$ cat src/rtl/uart_rx_fifo.sv
// uart_rx_fifo: 8N1 UART receiver with 16x oversampling, 3-sample majority
// vote per bit, and a small first-word-fall-through byte FIFO on the output.
//
// Ports:
//   clk        system clock
//   reset      synchronous, active-high reset
//   rx         asynchronous serial line, idles high
//   rd_en      pop request (ignored while rd_valid=0)
//   rd_data    FIFO head byte, valid while rd_valid=1
//   rd_valid   FIFO not empty
//   frame_err  one-cycle pulse: stop bit sampled low, byte discarded
//   overrun    one-cycle pulse: good byte dropped because the FIFO was full
//   rx_busy    receiver is inside a frame (START, DATA or STOP)
//
// Read handshake: rd_data is the head entry whenever rd_valid=1; a byte is
// consumed on every rising clk edge where rd_valid=1 and rd_en=1. rd_en while
// rd_valid=0 has no effect. A push and a pop on the same edge leave the
// occupancy unchanged, so a full FIFO can still accept a byte if it is popped
// on that very edge.
module uart_rx_fifo #(
   parameter int CLK_HZ     = 100000000,
   parameter int BAUD       = 9600,
   parameter int OVERSAMPLE = 16,
   parameter int FIFO_DEPTH = 4
) (
   input  logic       clk,
   input  logic       reset,
   input  logic       rx,
   input  logic       rd_en,
   output logic [7:0] rd_data,
   output logic       rd_valid,
   output logic       frame_err,
   output logic       overrun,
   output logic       rx_busy
);

   // Clocks per oversample tick, rounded to nearest.
   localparam int DIV   = (CLK_HZ + (BAUD * OVERSAMPLE) / 2) / (BAUD * OVERSAMPLE);
   localparam int DIV_W = (DIV > 1) ? $clog2(DIV) : 1;
   localparam int AW    = $clog2(FIFO_DEPTH);

   typedef enum logic [1:0] {IDLE, START, DATA, STOP} state_t;

   state_t           state, state_nxt;
   logic [DIV_W-1:0] div_cnt;
   logic             tick;
   logic             rx_meta, rxs;
   logic [3:0]       s;
   logic [2:0]       samp;
   logic [2:0]       idx;
   logic [7:0]       shreg;
   logic             armed;

   logic             s_clr, idx_clr, shift_en, armed_set, armed_clr;
   logic             push, fe_set, ov_set;
   logic             vote_full, vote_stop;

   logic [7:0]       mem [FIFO_DEPTH];
   logic [AW-1:0]    wr_ptr, rd_ptr;
   logic [AW:0]      count;
   logic             full, pop;

   function automatic logic maj3(input logic a, input logic b, input logic c);
      return (a & b) | (a & c) | (b & c);
   endfunction

   // Free-running oversample tick.
   assign tick = (div_cnt == DIV_W'(DIV - 1));

   always_ff @(posedge clk) begin
      if (reset)     div_cnt <= '0;
      else if (tick) div_cnt <= '0;
      else           div_cnt <= div_cnt + DIV_W'(1);
   end

   // Two-flop synchronizer; everything downstream looks only at rxs.
   always_ff @(posedge clk) begin
      if (reset) begin
         rx_meta <= 1'b1;
         rxs     <= 1'b1;
      end else begin
         rx_meta <= rx;
         rxs     <= rx_meta;
      end
   end

   // START/DATA decide at s=15 using all three captured samples. STOP decides
   // at s=9, so its third sample is the live rxs of that same tick.
   assign vote_full = maj3(samp[0], samp[1], samp[2]);
   assign vote_stop = maj3(samp[0], samp[1], rxs);

   assign rx_busy = (state != IDLE);
   assign full    = (count == (AW+1)'(FIFO_DEPTH));
   assign pop     = rd_en && rd_valid;

   always_ff @(posedge clk) begin
      if (reset) state <= IDLE;
      else       state <= state_nxt;
   end

   always_comb begin
      state_nxt = state;
      s_clr     = 1'b0;
      idx_clr   = 1'b0;
      shift_en  = 1'b0;
      armed_set = 1'b0;
      armed_clr = 1'b0;
      push      = 1'b0;
      fe_set    = 1'b0;
      ov_set    = 1'b0;
      unique case (state)
         IDLE: begin
            if (tick) begin
               if (rxs) begin
                  armed_set = 1'b1;
               end else if (armed) begin
                  state_nxt = START;
                  s_clr     = 1'b1;
               end
            end
         end
         START: begin
            if (tick && s == 4'd15) begin
               if (!vote_full) begin
                  state_nxt = DATA;
                  s_clr     = 1'b1;
                  idx_clr   = 1'b1;
               end else begin
                  // Too short to be a start bit; armed stays set.
                  state_nxt = IDLE;
               end
            end
         end
         DATA: begin
            // s wraps 15 -> 0 by itself between data bits.
            if (tick && s == 4'd15) begin
               shift_en = 1'b1;
               if (idx == 3'd7) begin
                  state_nxt = STOP;
                  s_clr     = 1'b1;
               end
            end
         end
         STOP: begin
            if (tick && s == 4'd9) begin
               state_nxt = IDLE;
               if (vote_stop) begin
                  if (!full || pop) push   = 1'b1;
                  else              ov_set = 1'b1;
               end else begin
                  // A low line (break) must go high before a new frame starts.
                  fe_set    = 1'b1;
                  armed_clr = 1'b1;
               end
            end
         end
         default: state_nxt = IDLE;
      endcase
   end

   always_ff @(posedge clk) begin
      if (reset) begin
         s         <= '0;
         samp      <= '0;
         idx       <= '0;
         shreg     <= '0;
         armed     <= 1'b0;
         frame_err <= 1'b0;
         overrun   <= 1'b0;
      end else begin
         frame_err <= fe_set;
         overrun   <= ov_set;
         if (armed_clr)      armed <= 1'b0;
         else if (armed_set) armed <= 1'b1;
         if (s_clr)                s <= '0;
         else if (tick && rx_busy) s <= s + 4'd1;
         if (tick && rx_busy) begin
            case (s)
               4'd7:    samp[0] <= rxs;
               4'd8:    samp[1] <= rxs;
               4'd9:    samp[2] <= rxs;
               default: ;
            endcase
         end
         if (idx_clr)       idx <= '0;
         else if (shift_en) idx <= idx + 3'd1;
         // LSB arrives first, so shift in from the top.
         if (shift_en) shreg <= {vote_full, shreg[7:1]};
      end
   end

   // FIFO storage; pointers wrap naturally because the depth is a power of two.
   always_ff @(posedge clk) begin
      if (reset) begin
         wr_ptr <= '0;
         rd_ptr <= '0;
         count  <= '0;
         for (int i = 0; i < FIFO_DEPTH; i++) mem[i] <= '0;
      end else begin
         if (push) begin
            mem[wr_ptr] <= shreg;
            wr_ptr      <= wr_ptr + AW'(1);
         end
         if (pop) rd_ptr <= rd_ptr + AW'(1);
         if (push && !pop)      count <= count + (AW+1)'(1);
         else if (pop && !push) count <= count - (AW+1)'(1);
      end
   end

   assign rd_data  = mem[rd_ptr];
   assign rd_valid = (count != '0);

endmodule

$ cat config.mk
export PLATFORM = sky130hd
export DESIGN_NAME = uart_rx_fifo
export DESIGN_NICKNAME = d
export VERILOG_FILES = /design/src/rtl/uart_rx_fifo.sv
export SDC_FILE = /design/constraint.sdc
export NUM_CORES = 1
export LEC_CHECK = 0
export ABC_CLOCK_PERIOD_IN_PS = 4400
export CAP_MARGIN = 20
export CORE_ASPECT_RATIO = 0.6
export CORE_MARGIN = 2
export CORE_UTILIZATION = 30
export DETAILED_ROUTE_END_ITERATION = 10
export PLACE_DENSITY = 0.53
export SYNTH_ARGS = -nofsm -noshare
export SYNTH_HDL_FRONTEND = slang
export SYNTH_SLANG_ARGS = --single-unit
$ cat constraint.sdc
create_clock -name clk -period 4.4 [get_ports clk]
set_clock_uncertainty 0.15 [all_clocks]
set_input_delay 0.88 -clock clk [delete_from_list [all_inputs] [get_ports clk]]
set_output_delay 0.88 -clock clk [all_outputs]
set_load 0.005 [all_outputs]
Word-level counts from Yosys, hierarchy flattened

Memories as Yosys holds them, arrays and structs flattened. A register that Yosys moved wholly into a read port is not among the register bits.
Cells that the tools add are included.

$add $sub $neg: 7
Multiply operators: 0
Divide/modulo/power cells: 0
$lt $le $gt $ge: 0
Equality and inequality tests: 17
Shifts and indexed selects: 0
Multiplexer cells: 43
Bitwise operators: 12
Reduce and logical (&&, ||, !) cells: 24

Operators with widths:

| cell                                                                   | number |
|---|---|
| 1-bit two-way mux                                                      | 27 |
| 2-bit two-way mux                                                      | 11 |
| 2-bit inequality test (second input constant)                          | 7 |
| 4-bit equality test (second input constant)                            | 3 |
| 10-bit by 1-bit adder with 10-bit output (second input constant)       | 1 |
| 10-bit equality test (second input constant)                           | 1 |
| 8-bit two-way mux                                                      | 1 |
| 2-bit case mux with 4 select lines                                     | 1 |
| 2-bit OR reduction                                                     | 4 |
| 8-bit OR reduction                                                     | 1 |
| 7-bit AND reduction                                                    | 1 |
| 3-bit by 1-bit adder with 3-bit output (second input constant)         | 2 |
| 3-bit equality test (second input constant)                            | 2 |
| 1-bit logical AND                                                      | 6 |
| 3-bit two-way mux                                                      | 2 |
| 2-bit AND reduction                                                    | 3 |
| 1-bit AND                                                              | 5 |
| 2-bit by 1-bit adder with 2-bit output (second input constant)         | 2 |
| 4-bit by 1-bit adder with 4-bit output (second input constant)         | 1 |
| 2-bit equality test (second input constant)                            | 2 |
| 4-bit by 3-bit equality test with 1-bit output (second input constant) | 1 |
| 1-bit bitwise OR                                                       | 4 |
| 2-bit nonzero test                                                     | 2 |
| 4-bit OR reduction                                                     | 1 |
| other kinds (8)                                                        | 12 |

Flip-flop bits (word level): 42
Bits in latches: 0
Bits in writable memories: 32
Bits in read-only memories: 0
Input port bits: 4
Output and inout port bits: 12
Logic and storage cells: 120
Memories kept: 1

Memories:

| memory | words | bits a word | rd ports | clocked after Yosys merged registers in | write ports | RTL line | RTL |
|---|---|---|---|---|---|---|---|
| mem    | 4     | 8           | 1        | 1                                       | 4           | 58       | `logic [7:0] mem [FIFO_DEPTH];` |

Logic depth before layout (Yosys ltp)

Word-level depth: 12
Mapped depth: 11
Mapped depth without buffers: 11

Worst setup path after synthesis

Ideal clock, no wire load.

Kind: input -> register
Start point: in rd_en
End point: reg count[2]
Library setup time: 71 ps
Data arrival time: 2652 ps
Required time: 4179 ps
Setup slack: 1527 ps
Stages: 9
Buffers on the path: 0
Path through: or4b_2 nand3_1 nor2_1 ha_1 inv_1 fa_1 xor2_1 or3_1 a21oi_1

Word-level cells in the longest chain between the ends: 9
Elaborated cells on any way between the ends: 12
Classes of those cells: 5 x mux; 7 x reduce/logical

RTL lines:

| item                                | RTL line | RTL |
|---|---|---|
| from (decl)                         | 29       | `input logic rd_en,` |
| 1-bit logical AND (*)               | 94       | `assign pop = rd_en && rd_valid;` |
| 1-bit logical OR (*)                | 148      | `if (!full \|\| pop) push = 1'b1;` |
| 1-bit two-way mux (*)               | 148      |  |
| 1-bit two-way mux (*)               | 147      | `if (vote_stop) begin` |
| 1-bit two-way mux (*)               | 145      | `if (tick && s == 4'd9) begin` |
| 1-bit two-way mux (*)               | 111      | `unique case (state)` |
| net push                            | 55       | `logic push, fe_set, ov_set;` |
| 1-bit zero test                     | 206      | `else if (pop && !push) count <= count - (AW+1)'(1);` |
| 1-bit logical AND                   | 206      |  |
| 2-bit nonzero test (no source line) | -        |  |
| to (signal assigned)                | 205      | `if (push && !pop) count <= count + (AW+1)'(1);` |
| to (signal assigned)                | 206      |  |
| to (decl)                           | 60       | `logic [AW:0] count;` |

The timed path passes the listed nets; every way through them passes the cells marked *.
A chain may end at the register's enable or synchronous reset.

Worst setup path after layout

Same ends and word-level chain as after synthesis.

==> flow_metrics.py <==
metrics = {
    "yosys": {
        "synth_edf_count": 32,
        "seq_area_frac_synth_pct": 53.47,
        "synth.distinct_cells": 50,
        "synth-async-reset-ratio_pct": 0,
        "synthesis.area_sq_um": 3445,
        "synth_nets": 326,
        "synth_cells": 313,
        "yosys_warnings": 0,
        "synth.avg_cell_area_sq_um": 11.00,
        "synth-seq-cells": 76,
        "synthFlopType": "dfxtp_1",
    },
    "grt": {
        "antenna_found_initial": 0,
        "grt_max_degree": 26,
        "grt_pass1_wl_um": 12220,
        "grt_usage_pct": 13.02,
        "grt-ovfl-total": 0,
        "grt_pass1_vias": 2305,
    },
    "sta": {
        "final_max_slew_viol_count": 0,
        "period_share_pct": 72.46,
        "fmax_mhz": 313.7,
        "final_hold_viol_count": 0,
        "fin_crit_ns": 3.188,
        "relSlewSlack_pct": 28.43,
        "worst_pin_slew_ns": 1.059,
        "setup_slack_ns": 1.212,
        "setup-tns-final_ns": 0,
        "setup_viol": 0,
        "rsz0062_at_grt": "no",
    },
    "worst_setup_path": {
        "critPathCaptureType": "register",
        "timing.rr.end": "count[2]",
        "cp_max_fo": 5,
        "arrival_ns": 3.28,
        "startpoint_type": "input pin",
        "criticalPathCategory": "input pin to register",
        "reg2regPathDepth": 9,
        "worstReg2RegStart": "div_cnt[2]",
        "reg2reg_slack_ns": 1.57,
        "critical_path_required_ns": 4.50,
    },
    "routing": {
        "antenna_left": 0,
        "wl_um": 7421,
        "wl_per_cell_um": 15.46,
        "firstDrtPassIters": 4,
        "maxUsedRoutingLayer": "met4",
        "first_iter_violations": 258,
        "viasPerCell": 4.958,
        "met1Wirelength_um": 4011,
        "met2WireLength_um": 3009,
        "post-route-drc-count": 0,
        "vias": 2380,
        "met3_length_um": 347,
    },
    "clock_network": {
        "clk_latency_ns": 0.33,
        "post_cts_resized": 0,
        "clkTransAtPathRegs_ns": 0.06,
        "ctsRootBufferMaster": "clkbuf_16",
        "cts_buffers": 9,
        "cts_tree": "built",
        "htreeDepth": 3,
        "postCtsSetupBuffers": 0,
        "clock_sinks": 76,
        "cts_buffer_depth": 2,
        "holdBufCountCts": 0,
    },
    "finish": {
        "antennaDiodeCount": 0,
        "layout_commonest_cell": "dfxtp_1",
        "fin_nets": 344,
        "drive_gt1_share_pct": 10.71,
        "area_growth_pct": 17.25,
        "fin_cells": 480,
        "final_cell_mix": "44 x dfxtp_1, 32 x edfxtp_1, 19 x nand3_1, 19 x nor2_1",
    },
    "floorplanning": {
        "chipWidth_um": 142.3,
        "die_h_um": 87,
        "initial_core_util_pct": 30.59,
        "core_region_area_sq_um": 11260,
        "io_pins": 16,
        "rows": 30,
        "fp.dieArea_sq_um": 12380,
    },
    "status": {
        "status": "finished clean",
    },
    "placed_design": {
        "placed_cells": 463,
        "portBuffers": 15,
        "dp_hpwl_um": 5174,
        "finalWeightedCongestion": 0.7388,
        "post-place-ws_ns": 0.9074,
    },
    "worst_hold_path": {
        "min_from": "rx_meta",
        "holdPathEnd": "rxs",
        "min_path_type": "register to register",
        "hold-path-cell-count": 1,
    },
    "power": {
        "ir_drop_uv": 182.8,
        "p_leak_nw": 1.433,
        "power_density_nw_per_um2": 376.3,
    },
    "run": {
        "maxCapViolations": 0,
    },
}
cell families after synthesis:
kind of cell / share of synthesized area (%)
xor+xnor: 2.543
flops: 53.47
buf+inv: 2.833
fa+ha+maj: 4.068
simple gates: 20.63
compound gates: 9.989
mux: 6.466
power by group:
part	total [W]	leakage [nW]	switching [W]	internal (W)
combinational	0.0000473	0.636	0.0000256	0.0000217
clock	0.000708	0.137	0.000275	0.000433
sequential	0.000765	0.659	0.0000116	0.000753
total	0.00152	1.43	0.000312	0.00121
synth_stat cells, types with 3 or more instances:
master,number,share of area (%)
a21o_1,6,1.3
a21oi_1,16,2.3
and2_1,18,3.3
and3_1,16,2.9
clkbuf_1,7,0.76
dfxtp_1,44,26
edfxtp_1,32,28
ha_1,8,2.9
inv_1,8,0.87
mux4_2,8,5.2
nand2_1,15,1.6
nand3_1,19,2.8
nand3b_1,3,0.65
nor2_1,19,2.1
nor3_1,8,1.2
nor4_1,4,0.73
nor4b_1,3,0.76
o21ai_0,18,2.6
o41ai_1,4,1.0
or3_1,7,1.3
xnor2_1,4,1.0
xor2_1,6,1.5
metrics by stage:
step | total power, W | hold WS [ns] | util (%) | cell area [sq um]
after global placement | 0.0008261 | 0.2437 | 33.30 | 3750
after detailed placement | 0.0008270 | 0.2449 | 33.30 | 3750
after CTS | 0.001539 | 0.2590 | 35.82 | 4034
after global routing | 0.001571 | 0.2869 | 35.87 | 4039
final | 0.001520 | 0.2583 | 35.87 | 4039
after floorplan | 0.0008023 | 0.2395 | - | 3445
worst max-delay path by stage:
stage                       endpoint  startpoint  slack, ns
final                       count[2]       rd_en       1.21
after floorplan             count[2]       rd_en       1.53
after global placement      count[2]       rd_en       0.97
after global routing        count[2]       rd_en       1.03
after CTS                 rd_data[6]    register       1.21
after detailed placement    count[2]       rd_en       0.91
worst max-delay path: stages:
cell and delay (ns):
clkdlybuf4s50_1 0.44, or4b_2 0.66, nand3_1 0.20, nor2_1 0.07, ha_1 0.22, inv_1 0.09
fa_1 0.19, xor2_1 0.07, or3_1 0.31, a21oi_1 0.14
final cells by class:
type	instances	area, sq um
clock buffer	10	229.0
clock inverter	6	55.05
fill	1129	7222
inverter	8	30.03
multi-input combinational	215	1510
sequential	76	1842
tap	144	180.2
timing repair buffer	21	192.7
state kept, by name (all words and copies together), names as in the netlist, 2 cells and up, named ones only:
signal,flops
count,3
div_cnt,10
idx,3
mem,32
rd_ptr,2
s,4
samp,3
shreg,8
wr_ptr,2
routing by layer:
layer	global-route usage, %	vias up
met5	0	-
met4	4.230	0
met3	3.573	5
met2	18.01	37
met1	19.52	1132
li1	-	1206
(Power assumes the default switching activity.)
